### config.mk
export PLATFORM = sky130hd
export DESIGN_NAME = alu_share_arbiter
export DESIGN_NICKNAME = d
export VERILOG_FILES = /design/src/rtl/alu_share_arbiter_pkg.sv /design/src/rtl/alu_share_arbiter_rr_pick.sv /design/src/rtl/alu_share_arbiter.sv
export SDC_FILE = /design/constraint.sdc
export NUM_CORES = 1
export LEC_CHECK = 0
export ABC_AREA = 1
export ABC_CLOCK_PERIOD_IN_PS = 1300
export CAP_MARGIN = 20
export CORE_MARGIN = 1.5
export CORE_UTILIZATION = 36
export CTS_CLUSTER_SIZE = 16
export DETAILED_ROUTE_END_ITERATION = 10
export GPL_ROUTABILITY_DRIVEN = 1
export GPL_TIMING_DRIVEN = 0
export PLACE_DENSITY = 0.8
export SYNTH_ARGS = -nofsm -noshare
export SYNTH_HDL_FRONTEND = slang
export SYNTH_SLANG_ARGS = --single-unit
### constraint.sdc
create_clock -name CLK -period 1.3 [get_ports CLK]
set_input_delay 0.195 -clock CLK [delete_from_list [all_inputs] [get_ports CLK]]
set_output_delay 0.195 -clock CLK [all_outputs]
set_load 0.05 [all_outputs]
### src/rtl/alu_share_arbiter_pkg.sv
// Shared types for the ALU-sharing arbiter: ALU opcode, data word and arbiter FSM state.
package alu_share_arbiter_pkg;

  typedef logic [31:0] word_t;

  typedef enum logic [3:0] {
    ALU_SLL,
    ALU_SRL,
    ALU_ADD,
    ALU_SUB,
    ALU_AND,
    ALU_OR,
    ALU_XOR,
    ALU_NOR,
    ALU_SLT,
    ALU_SLTU
  } aluop_t;

  typedef enum logic [1:0] {
    ARB_IDLE,
    ARB_ISSUE,
    ARB_RESP
  } arb_state_t;

endpackage

### src/rtl/alu_share_arbiter_rr_pick.sv
// Combinational round-robin picker: first set request after index 'last', wrapping modulo N.
module alu_share_arbiter_rr_pick #(
  parameter int unsigned N = 2,
  localparam int unsigned IDW = $clog2(N)
) (
  input  logic [N-1:0]   req,
  input  logic [IDW-1:0] last,
  output logic           found,
  output logic [IDW-1:0] idx
);

  logic [IDW-1:0] cand;

  // Scan last+1 .. last+N so 'last' itself has lowest priority.
  always_comb begin
    found = 1'b0;
    idx   = '0;
    cand  = '0;
    for (int unsigned k = 1; k <= N; k++) begin
      cand = IDW'((32'(last) + k) % N);
      if (!found && req[cand]) begin
        found = 1'b1;
        idx   = cand;
      end
    end
  end

endmodule

### src/rtl/alu_share_arbiter.sv
// Round-robin arbiter sharing one combinational ALU among NREQ requesters.
// Operands are registered toward the ALU; results are registered and returned with a 1-cycle ack.
module alu_share_arbiter
  import alu_share_arbiter_pkg::*;
#(
  parameter int unsigned NREQ = 2,
  localparam int unsigned IDW = $clog2(NREQ)
) (
  input  logic              CLK,
  input  logic              nRST,
  input  logic [NREQ-1:0]   req,
  input  logic [NREQ*4-1:0] req_op,
  input  logic [NREQ*32-1:0] req_a,
  input  logic [NREQ*32-1:0] req_b,
  output logic [NREQ-1:0]   ack,
  output logic [31:0]       rsp_out,
  output logic              rsp_neg,
  output logic              rsp_ovf,
  output logic              rsp_zero,
  output logic              busy,
  output logic [IDW-1:0]    grant_id,
  output logic [3:0]        alu_aluop,
  output logic [31:0]       alu_porta,
  output logic [31:0]       alu_portb,
  input  logic [31:0]       alu_out_port,
  input  logic              alu_negative,
  input  logic              alu_overflow,
  input  logic              alu_zero
);

  arb_state_t     state_q, state_d;
  logic [3:0]     op_q, op_d;
  word_t          a_q, a_d, b_q, b_d;
  logic [IDW-1:0] grant_q, grant_d, last_q, last_d;
  word_t          out_q, out_d;
  logic           neg_q, neg_d, ovf_q, ovf_d, zero_q, zero_d;

  logic           pick_found;
  logic [IDW-1:0] pick_idx;

  alu_share_arbiter_rr_pick #(
    .N(NREQ)
  ) u_rr_pick (
    .req  (req),
    .last (last_q),
    .found(pick_found),
    .idx  (pick_idx)
  );

  always_ff @(posedge CLK or negedge nRST) begin
    if (!nRST) begin
      state_q <= ARB_IDLE;
      op_q    <= '0;
      a_q     <= '0;
      b_q     <= '0;
      grant_q <= '0;
      last_q  <= IDW'(NREQ - 1);
      out_q   <= '0;
      neg_q   <= 1'b0;
      ovf_q   <= 1'b0;
      zero_q  <= 1'b0;
    end else begin
      state_q <= state_d;
      op_q    <= op_d;
      a_q     <= a_d;
      b_q     <= b_d;
      grant_q <= grant_d;
      last_q  <= last_d;
      out_q   <= out_d;
      neg_q   <= neg_d;
      ovf_q   <= ovf_d;
      zero_q  <= zero_d;
    end
  end

  always_comb begin
    state_d = state_q;
    op_d    = op_q;
    a_d     = a_q;
    b_d     = b_q;
    grant_d = grant_q;
    last_d  = last_q;
    out_d   = out_q;
    neg_d   = neg_q;
    ovf_d   = ovf_q;
    zero_d  = zero_q;
    unique case (state_q)
      ARB_IDLE: begin
        if (pick_found) begin
          state_d = ARB_ISSUE;
          op_d    = req_op[32'(pick_idx)*4 +: 4];
          a_d     = req_a[32'(pick_idx)*32 +: 32];
          b_d     = req_b[32'(pick_idx)*32 +: 32];
          grant_d = pick_idx;
          last_d  = pick_idx;
        end
      end
      ARB_ISSUE: begin
        state_d = ARB_RESP;
        out_d   = alu_out_port;
        neg_d   = alu_negative;
        ovf_d   = alu_overflow;
        zero_d  = alu_zero;
      end
      ARB_RESP: state_d = ARB_IDLE;
      default:  state_d = ARB_IDLE;
    endcase
  end

  always_comb begin
    ack = '0;
    if (state_q == ARB_RESP) begin
      ack[grant_q] = 1'b1;
    end
  end

  // Operand registers only change on the IDLE grant edge, so the ALU inputs are quiet otherwise.
  assign alu_aluop = op_q;
  assign alu_porta = a_q;
  assign alu_portb = b_q;

  assign rsp_out  = out_q;
  assign rsp_neg  = neg_q;
  assign rsp_ovf  = ovf_q;
  assign rsp_zero = zero_q;
  assign busy     = (state_q != ARB_IDLE);
  assign grant_id = grant_q;

endmodule
==> summary by stage, run 1 <==
Clock network
Clock-pin slew was measured on the worst setup and hold paths at 0.08 ns. The number of clock sinks is 107. The clock network latency to the later pin of the worst-skew pair is around 0.35 ns. CTS placed an instance of sky130_fd_sc_hd__clkbuf_16 at the clock tree root. Clock tree synthesis inserted a total of 9 buffers. The clock tree buffer depth is 2. TritonCTS built the clock tree. The H-tree generated during clock tree synthesis spans 3 levels.

Power
The worst-case vdd ir drop is 1.56 mV. In this run the power density over the cells is 2550 nW/um2. The leakage power is 5.38 nW.

Timing
The final hold violation count was 0. Setup violations remaining at the end of the flow were counted as 63. The actual slew at the worst max-slew pin is slightly below 0.7 ns. The max-slew violation count is 0. The final clock period utilization by the worst path is 110%. The setup slack after layout is -0.133 ns. The routed design could run at a clock period as short as 1.43 ns. In this run the tightest slew margin relative to its limit is approximately 54%.

The timing-limited maximum frequency is around 700 MHz. The worst clock skew on the final layout is 0.0119 ns. Adding up every negative setup slack in the final design gives -2.95 ns. Setup repair after global routing could not meet its margin everywhere.

Layout
The post-route cell area is 10100 um2. The area growth from synthesis to layout is 89.8%. The fraction of final layout cells sized beyond drive strength 1 is 34.1%. The final-stage net count is 1255. For this run, the share of the core covered by cells in the final layout is 69.8%. The final cell count without fillers is about 1.3k.

The repair_antennas step left the layout with diodes totalling 0.

Logic synthesis
The count of flip-flops with a built-in enable after synthesis is 0. Synthesis produced a netlist with a net count of 922. For this run, the register share of the synthesized area comes to 50.3%. The top flip-flop cell by instance count after synthesis is sky130_fd_sc_hd__dfrtp_1.

By area the synthesized netlist is led by sky130_fd_sc_hd__dfrtp_1 (50%), sky130_fd_sc_hd__nand2_1 (22%), sky130_fd_sc_hd__nand3_1 (13%). The most common cell in the netlist is sky130_fd_sc_hd__nand2_1. The synthesized area divided by synthesized cell count is 7.13 um2. The Yosys warning count is 0. The area fraction of the dominant cell type after synthesis is between 40% and 50%.

In this run, synthesis produced a sequential element count of 107. The number of standard cells after synthesis is 747. The cell type contributing the most total cell area after synthesis is sky130_fd_sc_hd__dfrtp_1. The async set or reset register ratio after synthesis is between 90% and 100%.

The area of the mapped netlist is between 5000 and 6000 um2. Sorting the synthesized cells by how often they occur yields sky130_fd_sc_hd__nand2_1 (312), sky130_fd_sc_hd__inv_1 (138), sky130_fd_sc_hd__nand3_1 (136). The netlist uses 18 different library cells.

Route
The final layout contains routed wiring with a total length of ~21000 um. For this run, design rule violations remaining after detail routing come to 0. The iteration count of the initial detailed-routing pass is 4. The detailed router placed 6143 vias in this run. The via-per-instance ratio is 4.84.

For this block, the initial DRC count from the detailed router was 295. The detail route stage leaves a number of antenna-violating nets equal to 0. After detailed routing, the average wire length per cell comes to about 17 um.

Job
The tool flagged a number of max-cap violations equal to 0.

Floorplanning
The total die area is 15500 um2. The starting utilization of the core area is 36.8%. The die extent in y is 125 um.

In this run the count of I/O pins placed on the die edge is 282. The die is 125 um wide. The region available for standard cell placement spans ~14000 um2. The row count is 44.

Critical path
The category of the worst setup path capture point is an output port. The critical path's largest stage delay is 0.46 ns. Data on the critical path is required at its endpoint by between 1 and 1.5 ns.

The number of cells on the worst reg-to-reg path is 9. The class of the most critical setup path is reg2out. The cell repeated most along the worst path is sky130_fd_sc_hd__buf_6. STA classifies the critical path startpoint as a flip-flop. The signal on the critical path passes through buf_6 > nor3_4 > buf_6. Data arrives at the worst endpoint at 1.24 ns. Among all stages on the critical path, the largest delay is contributed by sky130_fd_sc_hd__dfrtp_2. The maximum fanout count along the critical path is 4.

Place
Prior to clock tree synthesis, the placed netlist has a worst setup slack of -0.616 ns. Counting tap cells, the placed design contains a total of 1212 instances. The standard cell area after detailed placement is 8430 um2. The number of buffer cells added on primary ports is 280. The wire-length estimate of the detail-placed layout is 13300 um. The final weighted congestion of routability-driven global placement is 0.832.

GRT
The total overflow left after global routing is 0. Entering global routing, the biggest net connects 56 pins. The overall global routing resource usage is a little over a quarter.

The first global-routing pass estimated 32500 um of wire. The number of global-route vias before repair is 6251. The initial antenna violation count is 0.

Hold path
The path class of the tightest hold or removal check is in2async.

Run status
The final reports fail on setup timing. The flow ran to the end, but the final reports show violations.
-- cell usage in the layout (no fill, tap or decap), drive strengths merged --
master,Yosys,routed
dfrtp,106,106
nor2,2,2
bufinv,0,1
nand3,136,136
clkdlybuf4s15,0,19
clkinv,1,4
buf,32,155
dfstp,1,1
inv,140,141
dlygate4sd3,0,1
clkdlybuf4s18,0,3
clkdlybuf4s50,0,172
o21ai,1,1
nand2,315,315
clkinvlp,0,2
clkbuf,10,23
nand4,1,1
nor3,2,2
-- cells by family (layout without fill, tap and decap cells) --
logic type	count (synthesis)	in the layout	synth area share (%)
buf+inv	183	521	13.8
simple gates	456	456	35.8
flops	107	107	50.3
compound gates	1	1	0.0939
-- registers in the layout, summed over array words and instances (netlist names) --
register,cells
alu_porta,32
alu_portb,32
rsp_out,32
alu_aluop,4
state_q,2
grant_id,1
last_q,1
rsp_neg,1
rsp_ovf,1
rsp_zero,1
-- power by group --
part           switching, mW  internal [mW]  total [mW]
combinational           11.1           5.69        16.8
clock                   1.34           1.53        2.87
sequential              1.03           5.03        6.07
total                   13.5           12.2        25.7
-- metal layers --
metal,wire length [um],share of wire (%),up-vias,track usage [%]
met5,0,0,-,0
li1,-,-,2898,-
met3,1810,8.5,56,7.00
met4,791,3.7,0,10.8
met1,8300,39,2894,31.3
met2,10400,49,295,45.4
-- worst max-delay path, delay by kind of cell, from the launching register on --
family	cells	cell delay (ns)
buffers and inverters	2	0.32
AND/OR/NAND/NOR	1	0.12
flip-flops	1	0.46
-- metrics by stage --
step,total power [mW],hold slack (ns)
after floorplan,15.2,-0.101
after global placement,20.3,0.454
after detailed placement,20.5,0.303
after CTS,25.3,0.362
after global routing,27.0,0.390
final,25.7,0.370
-- final timing paths --
| check | start | end | slack (ns) |
|---|---|---|---|
| max | state_q[0]$_DFFE_PN0P_ | ack[0] | -0.13 |
| min | nRST | alu_portb[21]$_DFFE_PN0P_ | 0.37 |
| max in group asynchronous | nRST | last_q$_DFFE_PN1P_ | 0.22 |
| min reg2reg | alu_porta[25]$_DFFE_PN0P_ | alu_porta[25]$_DFFE_PN0P_ | 0.47 |
| min in group CLK | alu_out_port[10] | rsp_out[10]$_DFFE_PN0N_ | 0.37 |
| max reg2reg | state_q[0]$_DFFE_PN0P_ | alu_portb[24]$_DFFE_PN0P_ | -0.10 |
-- final cells by class --
cell class | count | area, um2
tap | 184 | 230
inverter | 141 | 552
multi-input combinational | 457 | 2690
sequential | 107 | 2680
buffer | 40 | 487
clock buffer | 9 | 225
clock inverter | 7 | 87.6
fill | 1094 | 4380
timing repair buffer | 324 | 3150
-- timing repair --
item / CTS / global route
endpoints found under the hold margin: 52 / 0
setup endpoints to repair: 209 / 195
hold buffers: 1 / 0
resized for setup: 598 / 231
buffers inserted: 24 / 9
pin swaps: 86 / 61
cloned: 14 / 5
(Power assumes the default switching activity.)
==> run 2: changes to the inputs <==
CAP_MARGIN = default   (was 20)
==> run 2 against run 1 <==
Compared with the run above: the flow still finishes with violations (setup timing); worst setup slack did not move; wire length unchanged; register-to-register slack about the same; sequential power about the same; core utilization stayed put; critical endpoint unchanged; largest cell class unchanged; highest routed layer unchanged.
==> summary by stage, run 2 (same netlist as run 1, synthesis figures left out) <==
Timing
The worst clock skew on the final layout is 0.0119 ns. Headroom to the max-slew limit came out at approximately 54%. The final hold violation count was 0. The max-slew violation count is 0.

The setup slack after layout is -0.133 ns. The minimum period implied by the final worst setup slack is 1.43 ns. The actual slew at the worst max-slew pin is 0.688 ns. Based on the critical path, the design can be clocked at up to 698 MHz. The total setup violations reported at the end of the flow is 63. The accumulated negative setup slack is -2.95 ns. Across all hold checks on the routed design, the worst slack comes to ~0.37 ns. Setup repair after global routing could not meet its margin everywhere. The worst path uses 110% of the clock period.

Clock network
Clock tree synthesis found a total of 107 sinks. The clock network latency to the later pin of the worst-skew pair is 0.35 ns. In this run, CTS created clock tree buffers numbering 9.

The tree is rooted in a sky130_fd_sc_hd__clkbuf_16. The number of levels in the clock H-tree is 3. The clock tree buffer depth is 2. Clock-pin slew was measured on the worst setup and hold paths at 0.08 ns.

TritonCTS built the clock tree.

Power
The internal portion of the total power is 12.2 mW. Sequential cells account for 23.6% of the total power. The net switching share of the total power is about 52%. Per report_power, the clock group accounts for 11.1% of the total. Summing internal, switching and leakage power gives between 20 and 30 mW. VDD sags by at most 1.56 mV. The power density of the placed cells is between 2000 and 3000 nW/um2. The analysis attributes to cell leakage a power of 5.38 nW. The analysis attributes to net switching a power of 13.5 mW. The relative contribution of combinational cells to total power is 65.3%.

Place
After legalization and detailed placement, the total HPWL measured about 13000 um. The standard cell area after detailed placement is 8430 um2. The cell total after placement is 1212. The congestion estimate from routability-driven global placement came to 0.832. The minimum setup slack after placement is -0.616 ns. The number of buffer cells added on primary ports is 280.

Critical path
The worst register-to-register path begins at state_q[0]$_DFFE_PN0P_. The category of the worst setup path capture point is an output port. The required time at the worst-slack endpoint is 1.11 ns. In this run the worst path has a maximum fanout of 4. The master of the slowest instance on the critical path is sky130_fd_sc_hd__dfrtp_2. Setup slack on the worst reg-to-reg path comes out at -0.10 ns.

The launching element type of the critical path is a flip-flop. The worst register-to-register path ends at alu_portb[24]$_DFFE_PN0P_. The launching instance or port of the critical path is state_q[0]$_DFFE_PN0P_. For the worst flop-to-flop path, the logic depth is 9. The largest single stage delay on the critical path is 0.46 ns. The critical path goes through buf_6 > nor3_4 > buf_6. Data on the critical path arrives at its endpoint at 1.24 ns. The last element of the critical path is ack[0]. The cell repeated most along the worst path is sky130_fd_sc_hd__buf_6.

By startpoint and endpoint, the worst setup path is classified as reg2out.

Floorplanning
The starting utilization of the core area is 36.8%. The die extent in y is 125 um. The boundary pin count is approximately 280. The floorplan core area is 14500 um2. The width of the die is between 100 and 150 um.

The total die area is 15500 um2. The row count is 44.

Layout
The finished cells cover 10100 um2. The repair_antennas step left the layout with diodes totalling 0. The area growth from synthesis to layout is 89.8%. In the final layout, flip-flops and latches occupy between 2000 and 3000 um2. The net count of the finished layout is 1255. The layout filler cell count is 1094. The final core utilization is 69.8%. The final cell count without fillers is 1269. Leaving out fill and tap cells, the most frequent cells in the layout are sky130_fd_sc_hd__nand2_1 (244), sky130_fd_sc_hd__clkdlybuf4s50_1 (172), sky130_fd_sc_hd__inv_1 (136), sky130_fd_sc_hd__dfrtp_1 (104), sky130_fd_sc_hd__buf_2 (88). Summing all multi-input logic gate instances after layout gives 2690 um2. The library cell used most frequently in the layout, excluding fill and tap cells, is sky130_fd_sc_hd__nand2_1.

Of the cells placed in the final design, the portion with a size suffix greater than 1 is around a third.

GRT
Summed over all layers, the global routing overflow is 0. The initial antenna violation count is 0. Across every metal layer, demand over resource in global routing totals about a quarter.

The number of global-route vias before repair came to 6251. The first global-routing pass estimated 32500 um of wire. Entering global routing, the biggest net connects 56 pins.

Route
After detailed routing, the average wire length per cell comes to 16.8 um. The routed length on met2 is 10400 um. In the routed layout, each cell is associated on average with a via count of 4.84. Once detail routing completed, the nets flagged for antenna violations numbered 0. The vias after detailed routing is about 6k.

The met1 wire length is 8300 um. In the routed design, unresolved DRC markers number 0. The iteration count of the initial detailed-routing pass is 4. In the detailed route, the total length drawn on met3 is about 1800 um.

The detailed router's first-iteration violation count is 295. The aggregate routed wire length is 21300 um. The top routing layer in use is met4.

Job
The tool flagged a number of max-cap violations equal to 0.

Run status
The flow ran to the end, but the final reports show violations. The final reports fail on setup timing.

Hold path
The kind of path behind the tightest hold check is in2async.
## run 2: cell counts in the layout (fill, tap and decap cells not counted)
No cell type changed its count.
## run 2: timing repair
item | in CTS | in global routing
buffers inserted | 24 | 9
hold buffers | 1 | 0
resized for setup | 598 | 231
hold endpoints to repair | 52 | 0
gates cloned | 14 | 5
endpoints found under the setup margin | 209 | 195
pin swaps | 86 | 61
## run 2: power groups by stage
stage               Clock (mW)  Sequential (mW)  Combinational (mW)
floorplan                    0             11.6                3.59
global placement             0             5.98                14.3
detailed placement           0             6.01                14.5
CTS                       2.90             6.03                16.4
global route              3.07             6.27                17.7
finish                    2.87             6.07                16.8
## run 2: layer usage
layer  vias to the layer above  global-route usage [%]
li1                       2898                       -
met1                      2894                    31.3
met2                       295                    45.4
met3                        56                    7.00
met4                         0                    10.8
met5                         -                       0
## run 2: cell type report
class                   instances  area share, %
repair buffers                324           31.2
multi-input cells             457           26.6
flip-flops and latches        107           26.5
inverters                     141           5.46
plain buffers                  40           4.82
well taps                     184           2.28
clock buffers                   9           2.23
clock inverters                 7          0.867
## run 2: worst min path at each step
| stage | startpoint | end | slack [ns] | cells after the start |
|---|---|---|---|---|
| after floorplan | nRST | alu_aluop[0]$_DFFE_PN0P_ | -0.10 | 0 |
| after global placement | alu_portb[28]$_DFFE_PN0P_ | alu_portb[28]$_DFFE_PN0P_ | 0.45 | 2 |
| after detailed placement | nRST | alu_portb[13]$_DFFE_PN0P_ | 0.30 | 1 |
| after CTS | alu_out_port[5] | rsp_out[5]$_DFFE_PN0N_ | 0.36 | 3 |
| after global routing | alu_zero | rsp_zero$_DFFE_PN0N_ | 0.39 | 3 |
| final | nRST | alu_portb[21]$_DFFE_PN0P_ | 0.37 | 2 |
## run 2: worst max-delay path: cells and delay by family (launching register included)
kind | cells | cell delay (ns)
buffers and inverters | 2 | 0.32
DFF | 1 | 0.46
and+or+nand+nor | 1 | 0.12
